**config.mk**
```make
export PLATFORM = sky130hd
export DESIGN_NAME = mem_arbiter
export DESIGN_NICKNAME = d
export VERILOG_FILES = /design/src/rtl/mem_arb_pkg.sv /design/src/rtl/mem_arb_dff.sv /design/src/rtl/mem_arb_picker.sv /design/src/rtl/mem_arbiter.sv
export SDC_FILE = /design/constraint.sdc
export NUM_CORES = 1
export LEC_CHECK = 0
export BUFFER_PORTS_ARGS = -buffer_cell sky130_fd_sc_hd__buf_2
export CAP_MARGIN = 20
export CORE_ASPECT_RATIO = 1.4
export CORE_MARGIN = 4
export CORE_UTILIZATION = 39
export DETAILED_ROUTE_END_ITERATION = 6
export GPL_ROUTABILITY_DRIVEN = 0
export HOLD_SLACK_MARGIN = 0.12
export PLACE_DENSITY = 0.83
export SYNTH_ARGS = -nofsm -noshare
export SYNTH_HDL_FRONTEND = slang
export SYNTH_SLANG_ARGS = --single-unit
```
**constraint.sdc**
```tcl
create_clock -name i_clk -period 2.7 [get_ports i_clk]
set_input_delay 0.54 -clock i_clk [delete_from_list [all_inputs] [get_ports i_clk]]
set_output_delay 0.54 -clock i_clk [all_outputs]
set_load 0.01 [all_outputs]
```
**src/rtl/mem_arb_pkg.sv**
```systemverilog
// Shared definitions for the memory arbiter: state encoding and a constant log2 helper.
package mem_arb_pkg;

  typedef enum logic [1:0] {
    ST_IDLE  = 2'd0,
    ST_ISSUE = 2'd1,
    ST_DRAIN = 2'd2
  } state_t;

  function automatic int clog2(input int v);
    int r;
    r = 0;
    for (int i = 0; i < 31; i++) begin
      r = ((32'sd1 <<< i) < v) ? (i + 1) : r;
    end
    return r;
  endfunction

endpackage

```
**src/rtl/mem_arb_dff.sv**
```systemverilog
// Generic register cell with synchronous active-high reset and write enable.
module mem_arb_dff #(
  parameter int           W       = 1,
  parameter logic [W-1:0] RST_VAL = {W{1'b0}}
) (
  input  logic         i_clk,
  input  logic         i_rst,
  input  logic         i_wen,
  input  logic [W-1:0] i_d,
  output logic [W-1:0] o_q
);

  // Storage with reset priority over the write enable
  always_ff @(posedge i_clk) begin
    if (i_rst) begin
      o_q <= RST_VAL;
    end else if (i_wen) begin
      o_q <= i_d;
    end
  end

endmodule

```
**src/rtl/mem_arb_picker.sv**
```systemverilog
// Read-channel picker: one-hot grant plus binary index. With ARB_ROUND_ROBIN_EN the search
// starts at i_ptr and wraps; otherwise the lowest requesting index wins.
module mem_arb_picker
  import mem_arb_pkg::*;
#(
  parameter int N  = 2,
  parameter int IW = 1
) (
  input  logic [N-1:0]  i_req,
`ifdef ARB_ROUND_ROBIN_EN
  input  logic [IW-1:0] i_ptr,
`endif
  output logic [N-1:0]  o_gnt,
  output logic [IW-1:0] o_idx,
  output logic          o_any
);

  // Lowest requester overall, and (round-robin only) lowest requester at or above the pointer
  always_comb begin
    logic          w_lo_found;
    logic [IW-1:0] w_lo_idx;
    logic          w_hi_found;
    logic [IW-1:0] w_hi_idx;
    w_lo_found = 1'b0;
    w_lo_idx   = {IW{1'b0}};
    w_hi_found = 1'b0;
    w_hi_idx   = {IW{1'b0}};
    for (int i = 0; i < N; i++) begin
      w_lo_idx   = (i_req[i] && !w_lo_found) ? IW'(i) : w_lo_idx;
      w_lo_found = w_lo_found | i_req[i];
`ifdef ARB_ROUND_ROBIN_EN
      w_hi_idx   = (i_req[i] && !w_hi_found && (IW'(i) >= i_ptr)) ? IW'(i) : w_hi_idx;
      w_hi_found = w_hi_found | (i_req[i] && (IW'(i) >= i_ptr));
`endif
    end
    o_any = w_lo_found;
    o_idx = w_hi_found ? w_hi_idx : w_lo_idx;
    o_gnt = w_lo_found ? (N'(1) << o_idx) : {N{1'b0}};
  end

endmodule

```
**src/rtl/mem_arbiter.sv**
```systemverilog
// One write port and NUM_RD burst-read channels onto a single pipelined memory.
// Define ARB_ROUND_ROBIN_EN for round-robin read arbitration; default is fixed priority.
module mem_arbiter
  import mem_arb_pkg::*;
#(
  parameter int NUM_RD    = 2,
  parameter int ADDR_W    = 16,
  parameter int DATA_W    = 16,
  parameter int BURST_LEN = 4,
  parameter int MEM_LAT   = 4
) (
  input  logic                     i_clk,
  input  logic                     i_rst,
  input  logic                     i_wr_req,
  input  logic [ADDR_W-1:0]        i_wr_addr,
  input  logic [DATA_W-1:0]        i_wr_data,
  output logic                     o_wr_ready,
  input  logic [NUM_RD-1:0]        i_rd_req,
  input  logic [NUM_RD*ADDR_W-1:0] i_rd_addr,
  output logic [NUM_RD-1:0]        o_rd_grant,
  output logic [NUM_RD-1:0]        o_rd_valid,
  output logic                     o_rd_last,
  output logic [DATA_W-1:0]        o_rd_data,
  output logic                     o_busy,
  output logic                     o_mem_en,
  output logic                     o_mem_wr,
  output logic [ADDR_W-1:0]        o_mem_addr,
  output logic [DATA_W-1:0]        o_mem_wdata,
  input  logic [DATA_W-1:0]        i_mem_rdata,
  input  logic                     i_mem_rvalid
);

  localparam int CW = (clog2(BURST_LEN) < 1) ? 1 : clog2(BURST_LEN);
  localparam int IW = (clog2(NUM_RD) < 1) ? 1 : clog2(NUM_RD);
  localparam int TW = clog2(MEM_LAT + 3);
  localparam logic [CW-1:0]     LAST_CNT = CW'(BURST_LEN - 1);
  localparam logic [TW-1:0]     TMO_CNT  = TW'(MEM_LAT + 1);
  localparam logic [ADDR_W-1:0] OFS_MASK = ADDR_W'(BURST_LEN - 1);

  logic [1:0]        r_state, w_state_nxt;
  logic [CW-1:0]     r_icnt, w_icnt_nxt;
  logic [CW-1:0]     r_rcnt, w_rcnt_nxt;
  logic [TW-1:0]     r_tcnt, w_tcnt_nxt;
  logic [ADDR_W-1:0] r_base, w_sel_addr;
  logic [IW-1:0]     r_win;
  logic              w_fire;
  logic [NUM_RD-1:0] w_pick_gnt;
  logic [IW-1:0]     w_pick_idx;
  logic              w_pick_any;

`ifdef ARB_ROUND_ROBIN_EN
  logic [IW-1:0] r_rr_ptr, w_rr_nxt;
  assign w_rr_nxt = (w_pick_idx == IW'(NUM_RD - 1)) ? {IW{1'b0}} : (w_pick_idx + IW'(1));
  mem_arb_dff #(.W(IW)) u_rr_ptr (.i_clk(i_clk), .i_rst(i_rst), .i_wen(w_fire), .i_d(w_rr_nxt), .o_q(r_rr_ptr));
`endif

  mem_arb_picker #(.N(NUM_RD), .IW(IW)) u_picker (
    .i_req (i_rd_req),
`ifdef ARB_ROUND_ROBIN_EN
    .i_ptr (r_rr_ptr),
`endif
    .o_gnt (w_pick_gnt),
    .o_idx (w_pick_idx),
    .o_any (w_pick_any)
  );

  // Address of the winning channel, later aligned to the burst boundary
  always_comb begin
    w_sel_addr = {ADDR_W{1'b0}};
    for (int i = 0; i < NUM_RD; i++) begin
      w_sel_addr = (w_pick_idx == IW'(i)) ? i_rd_addr[i*ADDR_W +: ADDR_W] : w_sel_addr;
    end
  end

  mem_arb_dff #(.W(2), .RST_VAL(ST_IDLE)) u_state (.i_clk(i_clk), .i_rst(i_rst), .i_wen(1'b1), .i_d(w_state_nxt), .o_q(r_state));
  mem_arb_dff #(.W(CW)) u_icnt (.i_clk(i_clk), .i_rst(i_rst), .i_wen(1'b1), .i_d(w_icnt_nxt), .o_q(r_icnt));
  mem_arb_dff #(.W(CW)) u_rcnt (.i_clk(i_clk), .i_rst(i_rst), .i_wen(1'b1), .i_d(w_rcnt_nxt), .o_q(r_rcnt));
  mem_arb_dff #(.W(TW)) u_tcnt (.i_clk(i_clk), .i_rst(i_rst), .i_wen(1'b1), .i_d(w_tcnt_nxt), .o_q(r_tcnt));
  mem_arb_dff #(.W(ADDR_W)) u_base (.i_clk(i_clk), .i_rst(i_rst), .i_wen(w_fire), .i_d(w_sel_addr & ~OFS_MASK), .o_q(r_base));
  mem_arb_dff #(.W(IW)) u_win (.i_clk(i_clk), .i_rst(i_rst), .i_wen(w_fire), .i_d(w_pick_idx), .o_q(r_win));

  // Next-state, counters and all outputs; everything is held at zero while rst is high
  always_comb begin
    w_state_nxt = r_state;
    w_icnt_nxt  = r_icnt;
    w_rcnt_nxt  = r_rcnt;
    w_tcnt_nxt  = r_tcnt;
    w_fire      = 1'b0;
    o_wr_ready  = 1'b0;
    o_rd_grant  = {NUM_RD{1'b0}};
    o_rd_valid  = {NUM_RD{1'b0}};
    o_rd_last   = 1'b0;
    o_rd_data   = {DATA_W{1'b0}};
    o_busy      = 1'b0;
    o_mem_en    = 1'b0;
    o_mem_wr    = 1'b0;
    o_mem_addr  = {ADDR_W{1'b0}};
    o_mem_wdata = {DATA_W{1'b0}};
    if (i_rst) begin
      w_state_nxt = ST_IDLE;
    end else begin
      case (r_state)
        ST_ISSUE: begin
          o_busy     = 1'b1;
          o_mem_en   = 1'b1;
          o_mem_addr = r_base | ADDR_W'(r_icnt);
          if (r_icnt == LAST_CNT) begin
            w_icnt_nxt  = {CW{1'b0}};
            w_state_nxt = ST_DRAIN;
          end else begin
            w_icnt_nxt = r_icnt + CW'(1);
          end
        end
        ST_DRAIN: begin
          o_busy = 1'b1;
          if (i_mem_rvalid) begin
            w_tcnt_nxt = {TW{1'b0}};
          end else if (r_tcnt == TMO_CNT) begin
            w_tcnt_nxt  = {TW{1'b0}};
            w_rcnt_nxt  = {CW{1'b0}};
            w_state_nxt = ST_IDLE;
          end else begin
            w_tcnt_nxt = r_tcnt + TW'(1);
          end
        end
        default: begin
          // Encoding 3 falls here and recovers as IDLE
          w_state_nxt = ST_IDLE;
          w_icnt_nxt  = {CW{1'b0}};
          w_rcnt_nxt  = {CW{1'b0}};
          w_tcnt_nxt  = {TW{1'b0}};
          if (i_wr_req) begin
            o_wr_ready  = 1'b1;
            o_mem_en    = 1'b1;
            o_mem_wr    = 1'b1;
            o_mem_addr  = i_wr_addr;
            o_mem_wdata = i_wr_data;
          end else if (w_pick_any) begin
            o_rd_grant  = w_pick_gnt;
            w_fire      = 1'b1;
            w_state_nxt = ST_ISSUE;
          end else begin
            w_fire = 1'b0;
          end
        end
      endcase
      if (i_mem_rvalid && ((r_state == ST_ISSUE) || (r_state == ST_DRAIN))) begin
        o_rd_valid = NUM_RD'(1) << r_win;
        o_rd_data  = i_mem_rdata;
        if (r_rcnt == LAST_CNT) begin
          o_rd_last   = 1'b1;
          w_rcnt_nxt  = {CW{1'b0}};
          w_state_nxt = (r_state == ST_DRAIN) ? ST_IDLE : w_state_nxt;
        end else begin
          w_rcnt_nxt = r_rcnt + CW'(1);
        end
      end else begin
        o_rd_valid = {NUM_RD{1'b0}};
      end
    end
  end

endmodule

```
After elaboration in Yosys (flattened, before gate mapping)

Index checks and enable logic that the tools add are counted.

Bits in read-only memories: 0
Memories kept: 0
Output and inout port bits: 57
Word-level logic and storage cells: 76
Input bits: 86
Register bits: 24
Bits in latches: 0
RAM bits: 0

Equality and inequality tests: 8
Shift-type cells: 2
Multiply operators: 0
Reductions and logical operators: 6
Divide/modulo/power cells: 0
Order comparisons: 0
Bitwise operators: 2
Mux-type cells: 49
$add $sub $neg: 3

Operator list:

| operator                                                                | number |
|---|---|
| 16-bit 2-to-1 mux                                                       | 8 |
| 2-bit 2-to-1 mux                                                        | 17 |
| 16-bit one-hot mux with 2 select lines                                  | 1 |
| 1-bit 2-to-1 mux                                                        | 16 |
| 16-bit by 2-bit OR with 16-bit output                                   | 1 |
| 2-bit one-hot mux with 2 select lines                                   | 3 |
| 2-bit == test, second input constant                                    | 3 |
| 3-bit 2-to-1 mux                                                        | 2 |
| 3-bit by 2-bit inequality test with 1-bit output, second input constant | 2 |
| 3-bit one-hot mux with 2 select lines                                   | 1 |
| 2-bit by 1-bit adder with 2-bit output, second input constant           | 2 |
| 1-bit by 1-bit left shift with 2-bit output, first input constant       | 2 |
| 3-bit by 1-bit adder with 3-bit output, second input constant           | 1 |
| 3-bit == test, second input constant                                    | 1 |
| 3-bit AND reduction                                                     | 1 |
| 2-bit by 1-bit == test with 1-bit output, second input constant         | 1 |
| 1-bit logical AND                                                       | 2 |
| 2-bit by 1-bit inequality test with 1-bit output, second input constant | 1 |
| 1-bit one-hot mux with 2 select lines                                   | 1 |
| 2-bit OR reduction                                                      | 1 |
| 1-bit logical NOT                                                       | 1 |
| 1-bit logical OR                                                        | 1 |
| 1-bit OR                                                                | 1 |

Logic depth before layout (Yosys ltp)

Gate-level depths: netlist of the first run.

Depth after elaboration: 8
Depth in mapped cells: 7
Mapped depth without buffers: 5

By module

From an unflattened synthesis of the first run, not the netlist that was laid out.

Cell total of the unflattened synthesis: 227
Area, all modules: 1,940.6 um2

By module, submodules not included:

| module                   | sequential area each (um2) | times used | cells an instance | area each (um2) |
|---|---|---|---|---|
| mem_arbiter              | 0.0                        | 1          | 141               | 998.5 |
| mem_arb_dff (u_base)     | 320.3                      | 1          | 52                | 580.6 |
| mem_arb_dff (u_icnt ...) | 40.0                       | 3          | 6                 | 67.6 |
| mem_arb_dff (u_tcnt)     | 60.1                       | 1          | 9                 | 101.3 |
| mem_arb_dff (u_win)      | 20.0                       | 1          | 3                 | 33.8 |
| mem_arb_picker           | 0.0                        | 1          | 4                 | 23.8 |

Least setup slack after synthesis of the first run

No wires, ideal clock.

Path kind: register to output
Start: register u_state.o_q[0]
End: output port o_mem_addr[0]
Path slack: 561 ps
Arrival: 1,599 ps
Cell stages (with the launch flop): 8
Buffers on the path: 2
Data required time: 2,160 ps
Cell sequence: dfxtp_1 inv_1 ha_1 nor2_1 and2_1 buf_2 buf_2 a22o_1

Longest elaborated chain between the ends: 3
Elaborated cells on any way between the ends: 4
Classes of those cells: 2 x eq/ne; 2 x mux

Ends and longest elaborated chain:

| what                                                                             | line               | source |
|---|---|---|
| start, declared                                                                  | mem_arb_dff.sv:10  | `output logic [W-1:0] o_q` |
| start signal, assigned                                                           | mem_arb_dff.sv:18  | `o_q <= i_d;` |
| 2-bit == test / 2-bit by 1-bit == test with 1-bit output (equally long branches) | mem_arbiter.sv:102 | `case (r_state)` |
| 16-bit one-hot mux with 2 select lines *                                         | mem_arbiter.sv:102 |  |
| 16-bit 2-to-1 mux *                                                              | mem_arbiter.sv:99  | `if (i_rst) begin` |
| end, declared                                                                    | mem_arbiter.sv:27  | `output logic [ADDR_W-1:0] o_mem_addr,` |

Mark *: on every way between the ends. The rest lies on a longest branch, timed or not.

Final worst setup path of the first run

Start: register u_state.o_q[0]
End: output port o_mem_addr[1]

The elaborated chain is that of the path after synthesis.

==> results of run 1 <==
-- registers in the layout, indices dropped and copies added, names as in the netlist --
| register | flops |
|---|---|
| u_base.o_q | 14 |
| u_icnt.o_q | 2 |
| u_rcnt.o_q | 2 |
| u_state.o_q | 2 |
| u_tcnt.o_q | 3 |
| u_win.o_q | 1 |
-- worst max-delay path, delay by kind of cell (launching register included) --
kind / cells / cell delay (ns)
AND/OR/NAND/NOR: 2 / 0.44
buffers and inverters: 3 / 0.38
flip-flops: 1 / 0.37
adder cells (fa/ha/maj): 1 / 0.35
AO/OA/AOI/OAI: 1 / 0.14
-- through the flow --
stage,utilization [%],std cells
global route,57.71,365
finish,57.71,365
CTS,57.56,365
global placement,56.19,361
floorplan,-,193
detailed placement,56.19,361
-- placed cells by master, fill, tap and decap left out, drive strengths merged, types with 3 or more instances in the layout --
cell,synthesis,final
nor2,5,5
ha,4,4
and2,36,36
a21oi,21,21
a211oi,15,15
nand3b,4,4
inv,5,5
dfxtp,24,24
nor4b,3,3
a22o,16,16
buf,12,143
o21ai,3,3
mux2i,14,14
clkbuf,8,4
-- logic make-up (layout without fill, tap and decap cells) --
family | count (synthesis) | after routing
AO/OA/AOI/OAI | 60 | 60
AND/OR/NAND/NOR | 66 | 66
multiplexers | 14 | 14
flip-flops | 24 | 24
adder cells (fa/ha/maj) | 4 | 4
buffers and inverters | 25 | 152
-- per-layer routing --
metal  wire [um]  vias up  part of all wire [%]  track usage (%)
met5           0        -                     0                0
met3         405       10                   7.6            4.456
li1            -      954                     -                -
met2        2840       82                    54            37.45
met4          69        0                   1.3            6.483
met1        1988      859                    37            19.58
-- layout make-up --
cell class / instances / area (um2) / share of cell area (%)
multi-input cells: 144 / 1087 / 44.82
flip-flops and latches: 24 / 480.5 / 19.80
inverters: 5 / 18.77 / 0.7736
clock buffers: 4 / 55.05 / 2.269
repair buffers: 143 / 728.2 / 30.02
well taps: 45 / 56.30 / 2.321
-- power breakdown --
part	internal, mW	switching (mW)	leakage, nW
Combinational	0.113	0.109	1.08
Sequential	0.374	0.0113	0.197
Clock	0.130	0.108	0.0288
Total	0.617	0.229	1.31
-- worst max path at each step --
| stage | start | to | slack, ns | cells past startpoint |
|---|---|---|---|---|
| finish | u_state.o_q[0] | o_mem_addr[1] | 0.22 | 7 |
| floorplan | u_state.o_q[0] | o_mem_addr[0] | 0.56 | 7 |
| global placement | u_state.o_q[0] | o_rd_data[2] | 0.32 | 6 |
| detailed placement | u_state.o_q[0] | o_rd_data[15] | 0.27 | 6 |
| CTS | u_state.o_q[0] | o_mem_addr[1] | 0.07 | 7 |
| global route | u_state.o_q[0] | o_mem_addr[1] | 0.04 | 7 |
==> out/qor.log, run 1 <==
qor: clock_tree.tritoncts built
qor: logic_synthesis.post_synthesis_instance_area 1697 um2
qor: critical_path.timing.critical_path.arrival 1.94 ns
qor: global_route.grt_overflow 0
qor: logic_synthesis.synth_top_area_share 28.32%
qor: critical_path.crit-reg2reg-launch u_state.o_q[0]
qor: clock_tree.clock_tree.htree_level_count 1
qor: placement.port-buffer-count 138
qor: global_route.antenna_violations_before_repair 0
qor: die.floorplan.core_area 4204 um2
qor: logic_synthesis.synth-seq-cells 24
qor: clock_tree.maximum_buffer_depth_of_the_clock_tree 2
qor: critical_path.worst_path_largest_cell_delay 0.37 ns
qor: clock_tree.cts.clk_slew.worst_paths 0.08 ns
qor: power.power.static_leakage 1.309 nW
qor: global_route.grt_usage 19.19%
qor: critical_path.critPathMaxFanout 9
qor: route.vias 1905
qor: power.power_per_cell_area 348.5 nW/um2
qor: logic_synthesis.synthesis.nets 283
qor: die.rows 28
qor: logic_synthesis.post_synth_fa_ha_maj_area_fraction 2.950%
qor: sta.finalSetupViolations 0
qor: die.design.die.area 5485 um2
qor: placement.placedInstanceArea 2362 um2
qor: run.cap_violations 0
qor: sta.maxClockFrequency 403.4 MHz
qor: sta.max-slew-margin-rel 60.95%
qor: die.initial_core_util 40.36%
qor: critical_path.timing.critical_path.from_type register
qor: sta.skew 0.002380 ns
qor: critical_path.endpoint_kind primary output
qor: logic_synthesis.ys_seq_area_share 28.32%
qor: placement.dp_hpwl 4.237 mm
qor: logic_synthesis.cell_count_after_synthesis 193
qor: logic_synthesis.multiplexer_share_of_the_synthesized_area 8.260%
qor: sta.final-max-slew-violation-count 0
qor: route.routed_via_density 5.219
qor: finish.final.fill_count 409
qor: sta.final.setup.tns 0 ns
qor: logic_synthesis.synth_top_area_cell sky130_fd_sc_hd__dfxtp_1
qor: sta.holdWs 0.4933 ns
qor: critical_path.cp.required 2.16 ns
qor: route.drt-total-wl 5.304 mm
qor: finish.area_growth 42.99%
qor: clock_tree.clock_insertion_delay_worst_skew 0.26 ns
qor: finish.post_route_cells_drive_above_1_share 50.94%
qor: clock_tree.root_buffer sky130_fd_sc_hd__clkbuf_8
qor: sta.post-route-worst-setup-slack 0.2214 ns
qor: hold_path.holdPathStages 2
qor: route.remaining_drc_errors 0
qor: hold_path.min_to u_win.o_q
qor: global_route.first_global_vias 1931
qor: hold_path.hold_path.class in2reg
qor: sta.worstMarginPinSlew 0.5858 ns
qor: hold_path.min-delay-start i_rd_req[0]
qor: logic_synthesis.synth_enable_flop_cells 0
qor: route.count_of_nets_left_with_antenna_violations_after_detail_routing 0
qor: run_status.run_status completed
qor: critical_path.worstRegToRegCells 6
qor: global_route.grt_pass1_wl 8.694 mm
qor: sta.timing_hold_violations_final 0
qor: logic_synthesis.synthesized_area_fraction_occupied_by_xor_and_xnor_cells 0%
qor: route.drt-initial-drc-count 31
qor: logic_synthesis.synth_compound_area_share 27.36%
qor: logic_synthesis.synth_top_cells_by_count 35 x sky130_fd_sc_hd__and2_1, 24 x sky130_fd_sc_hd__dfxtp_1, 21 x sky130_fd_sc_hd__a21oi_1, 16 x sky130_fd_sc_hd__a22o_1, 14 x sky130_fd_sc_hd__mux2i_1
qor: power.fin_total_pwr 0.8454 mW
qor: logic_synthesis.leading_register_cell_type_out_of_synthesis sky130_fd_sc_hd__dfxtp_1
qor: clock_tree.setup_buffers_after_cts 0
qor: logic_synthesis.postSynthAreaPerCell 8.791 um2
qor: placement.pre_cts_setup_slack 0.2665 ns
qor: sta.rsz_0062_raised_after_global_routing no
qor: logic_synthesis.synthDistinctLibCells 38
qor: critical_path.worstReg2RegEnd u_base.o_q[8]
qor: clock_tree.clock-sinks 24
qor: logic_synthesis.most_repeated_cell_in_the_gate_level_netlist_after_synthesis sky130_fd_sc_hd__and2_1
qor: logic_synthesis.synth-simple-area-share 24.85%
qor: logic_synthesis.ffs_w_async_s_r_synth 0%
qor: route.dr_wl_cell 14.53 um
qor: sta.timing.final.crit_share 91.80%
qor: sta.final.min_clock_period 2.479 ns
qor: global_route.maximum_number_of_pins_on_one_net_before_global_route_repair 36
qor: logic_synthesis.main_combinational_cell_family_by_area_after_synthesis compound AO/OA/AOI/OAI gates
qor: critical_path.critPathKind reg2out
qor: die.die_x 63.75 um
qor: route.drt_pass1_iterations 4
qor: finish.net_total_in_the_final_layout 411
qor: critical_path.cell_chain_of_the_critical_path inv_1 -> ha_1 -> nor2_1 -> and2_2 -> buf_4 -> a22o_1 -> buf_2
qor: finish.antennaDiodeCount 0
qor: critical_path.setup.reg_to_reg.worst_slack 0.89 ns
qor: finish.finish.instance_area 2426 um2
qor: die.io_pins 143
qor: power.ir_worst_vdd 0.1284 mV
qor: logic_synthesis.post_synth_main_area_contributors sky130_fd_sc_hd__dfxtp_1 28%, sky130_fd_sc_hd__and2_1 13%, sky130_fd_sc_hd__a22o_1 8.3%
qor: clock_tree.post_cts_resized 1
qor: clock_tree.post_cts_hold_buffer_count 0
qor: die.dieHeight 86.04 um
qor: logic_synthesis.yosysWarningCount 0
qor: clock_tree.cts_inserted_buffers 3
qor: critical_path.critical_path.slowest_cell sky130_fd_sc_hd__dfxtp_1
Power figures use the tool's default switching activity.
==> run 2: changes to the inputs <==
BUFFER_PORTS_ARGS = -buffer_cell sky130_fd_sc_hd__clkbuf_2   (was -buffer_cell sky130_fd_sc_hd__buf_2)
RECOVER_POWER = 100   (was default)
==> run 2 against run 1 <==
Compared with the run above: register-to-register slack got worse by 0.52 ns; global-route usage down 0.47 points; wire length is 1.1% higher; via count increased by 0.94%; clock skew rose by 0.0043 ns; largest cell class unchanged; largest power group unchanged.
==> out/qor.log, run 2 (same netlist as run 1, synthesis figures left out) <==
qor: run_status.run_status completed
qor: route.dr_wl_cell 14.65 um
qor: route.remaining_drc_errors 0
qor: clock_tree.maximum_buffer_depth_of_the_clock_tree 2
qor: placement.pre_cts_setup_slack 0.4792 ns
qor: finish.post_route_cells_drive_above_1_share 34.58%
qor: critical_path.endpoint_kind primary output
qor: finish.largest_register_ff_count 14
qor: power.power.static_leakage 1.125 nW
qor: hold_path.hold_path.class in2reg
qor: global_route.first_global_vias 1906
qor: clock_tree.clock-sinks 24
qor: sta.skew 0.006681 ns
qor: route.count_of_nets_left_with_antenna_violations_after_detail_routing 0
qor: finish.final.fill_count 424
qor: clock_tree.tritoncts built
qor: placement.port-buffer-count 138
qor: clock_tree.post_cts_hold_buffer_count 0
qor: die.dieHeight 86.04 um
qor: placement.dp_hpwl 4.278 mm
qor: power.power_per_cell_area 359.0 nW/um2
qor: critical_path.cp.required 2.16 ns
qor: sta.rsz_0062_raised_after_global_routing no
qor: global_route.grt_usage 18.72%
qor: run.cap_violations 0
qor: finish.top_register u_base.o_q
qor: finish.multiInputGateArea 1030 um2
qor: clock_tree.clock_tree.htree_level_count 1
qor: placement.placedInstanceArea 2370 um2
qor: finish.area_growth 36.87%
qor: finish.most_common_cell_after_layout_fill_and_taps_aside sky130_fd_sc_hd__clkbuf_2
qor: die.floorplan.core_area 4204 um2
qor: clock_tree.clock_insertion_delay_worst_skew 0.26 ns
qor: route.highest-signal-layer met4
qor: sta.final.setup.tns 0 ns
qor: sta.maxClockFrequency 401.8 MHz
qor: sta.timing.final.crit_share 92.18%
qor: route.wl_met1 1.977 mm
qor: power.netSwitchingPower 0.2278 mW
qor: clock_tree.cts_inserted_buffers 3
qor: critical_path.timing.critical_path.arrival 1.95 ns
qor: die.rows 28
qor: power.power.sequential.fraction 46.2%
qor: clock_tree.root_buffer sky130_fd_sc_hd__clkbuf_8
qor: sta.max-slew-margin-rel 45.67%
qor: finish.net_total_in_the_final_layout 412
qor: die.die_x 63.75 um
qor: route.drt_pass1_iterations 4
qor: die.design.die.area 5485 um2
qor: critical_path.timing.critical_path.from_type register
qor: clock_tree.post_cts_resized 0
qor: power.clock_power_share 29.1%
qor: finish.antennaDiodeCount 0
qor: placement.placed_cells 362
qor: route.detailroute.wirelength.met3 390 um
qor: global_route.grt_overflow 0
qor: critical_path.critPathMaxFanout 17
qor: power.switching_power_as_a_share_of_total_power 27.32%
qor: sta.timing_hold_violations_final 0
qor: route.dr_wl_met2 2.927 mm
qor: finish.regArea 480.5 um2
qor: global_route.antenna_violations_before_repair 0
qor: power.logic_pwr_share 24.7%
qor: route.drt-total-wl 5.363 mm
qor: route.vias 1923
qor: sta.post-route-worst-setup-slack 0.2111 ns
qor: die.initial_core_util 40.36%
qor: power.ir_worst_vdd 0.1835 mV
qor: finish.final_util 55.24%
qor: global_route.maximum_number_of_pins_on_one_net_before_global_route_repair 36
qor: finish.reg_top3 u_base.o_q x14, u_tcnt.o_q x3
qor: die.io_pins 143
qor: finish.mostFrequentLayoutCells 98 x sky130_fd_sc_hd__clkbuf_2, 41 x sky130_fd_sc_hd__clkbuf_1, 24 x sky130_fd_sc_hd__dfxtp_1
qor: clock_tree.cts.clk_slew.worst_paths 0.09 ns
qor: sta.final.min_clock_period 2.489 ns
qor: clock_tree.setup_buffers_after_cts 0
qor: finish.finish.cell_count_without_fillers 366
qor: global_route.grt_pass1_wl 8.369 mm
qor: route.drt-initial-drc-count 31
qor: sta.worstMarginPinSlew 0.8149 ns
qor: power.total_internal_power 0.6060 mW
qor: route.routed_via_density 5.254
qor: finish.finish.instance_area 2322 um2
qor: sta.final-max-slew-violation-count 0
qor: sta.finalSetupViolations 0
qor: critical_path.critPathKind reg2out
==> run 2: changes by cell type in the layout (fill, tap and decap cells not counted), sizes merged <==
cell and change:
buf -138, clkbuf +139
==> run 2: worst paths after layout <==
kind | start | endpoint | slack [ns] | depth (start not counted)
min reg2reg | u_icnt.o_q[1] | u_icnt.o_q[1] | 0.51 | 2
max | u_state.o_q[0] | o_mem_addr[0] | 0.21 | 7
min | i_rd_req[0] | u_win.o_q | 0.49 | 2
max reg2reg | u_state.o_q[0] | u_base.o_q[4] | 0.37 | 6
==> run 2: metal layers <==
| layer | vias to the layer above | GRT usage (%) |
|---|---|---|
| met2 | 82 | 37.83 |
| met5 | - | 0 |
| met3 | 8 | 4.456 |
| met4 | 0 | 6.287 |
| met1 | 874 | 17.95 |
| li1 | 959 | - |
==> run 2: critical path, cell delays in order (launching register included) <==
cell	delay, ns
sky130_fd_sc_hd__dfxtp_1	0.37
sky130_fd_sc_hd__inv_1	0.05
sky130_fd_sc_hd__ha_1	0.35
sky130_fd_sc_hd__nor2_1	0.18
sky130_fd_sc_hd__and2_0	0.14
sky130_fd_sc_hd__buf_4	0.22
sky130_fd_sc_hd__a22o_1	0.19
sky130_fd_sc_hd__clkbuf_1	0.17
==> run 2: cell type report <==
cell class,instances,area share (%)
clock buffers,4,2.371
inverters,5,0.8082
multi-input cells,144,44.34
flip-flops and latches,24,20.69
well taps,45,2.425
repair buffers,144,29.36
==> run 2: metrics by stage <==
step / hold slack (ns) / total power, mW
floorplan: 0.4483 / 0.5231
global placement: 0.4738 / 0.6124
detailed placement: 0.4861 / 0.6187
CTS: 0.4847 / 0.8619
global route: 0.5050 / 0.8807
finish: 0.4895 / 0.8338
==> run 2: power by group through the flow <==
| stage | Sequential (mW) | Clock (mW) | Combinational [mW] |
|---|---|---|---|
| finish | 0.385 | 0.242 | 0.206 |
| global route | 0.387 | 0.263 | 0.230 |
| CTS | 0.385 | 0.251 | 0.226 |
| detailed placement | 0.393 | 0 | 0.226 |
| global placement | 0.393 | 0 | 0.220 |
| floorplan | 0.390 | 0 | 0.133 |
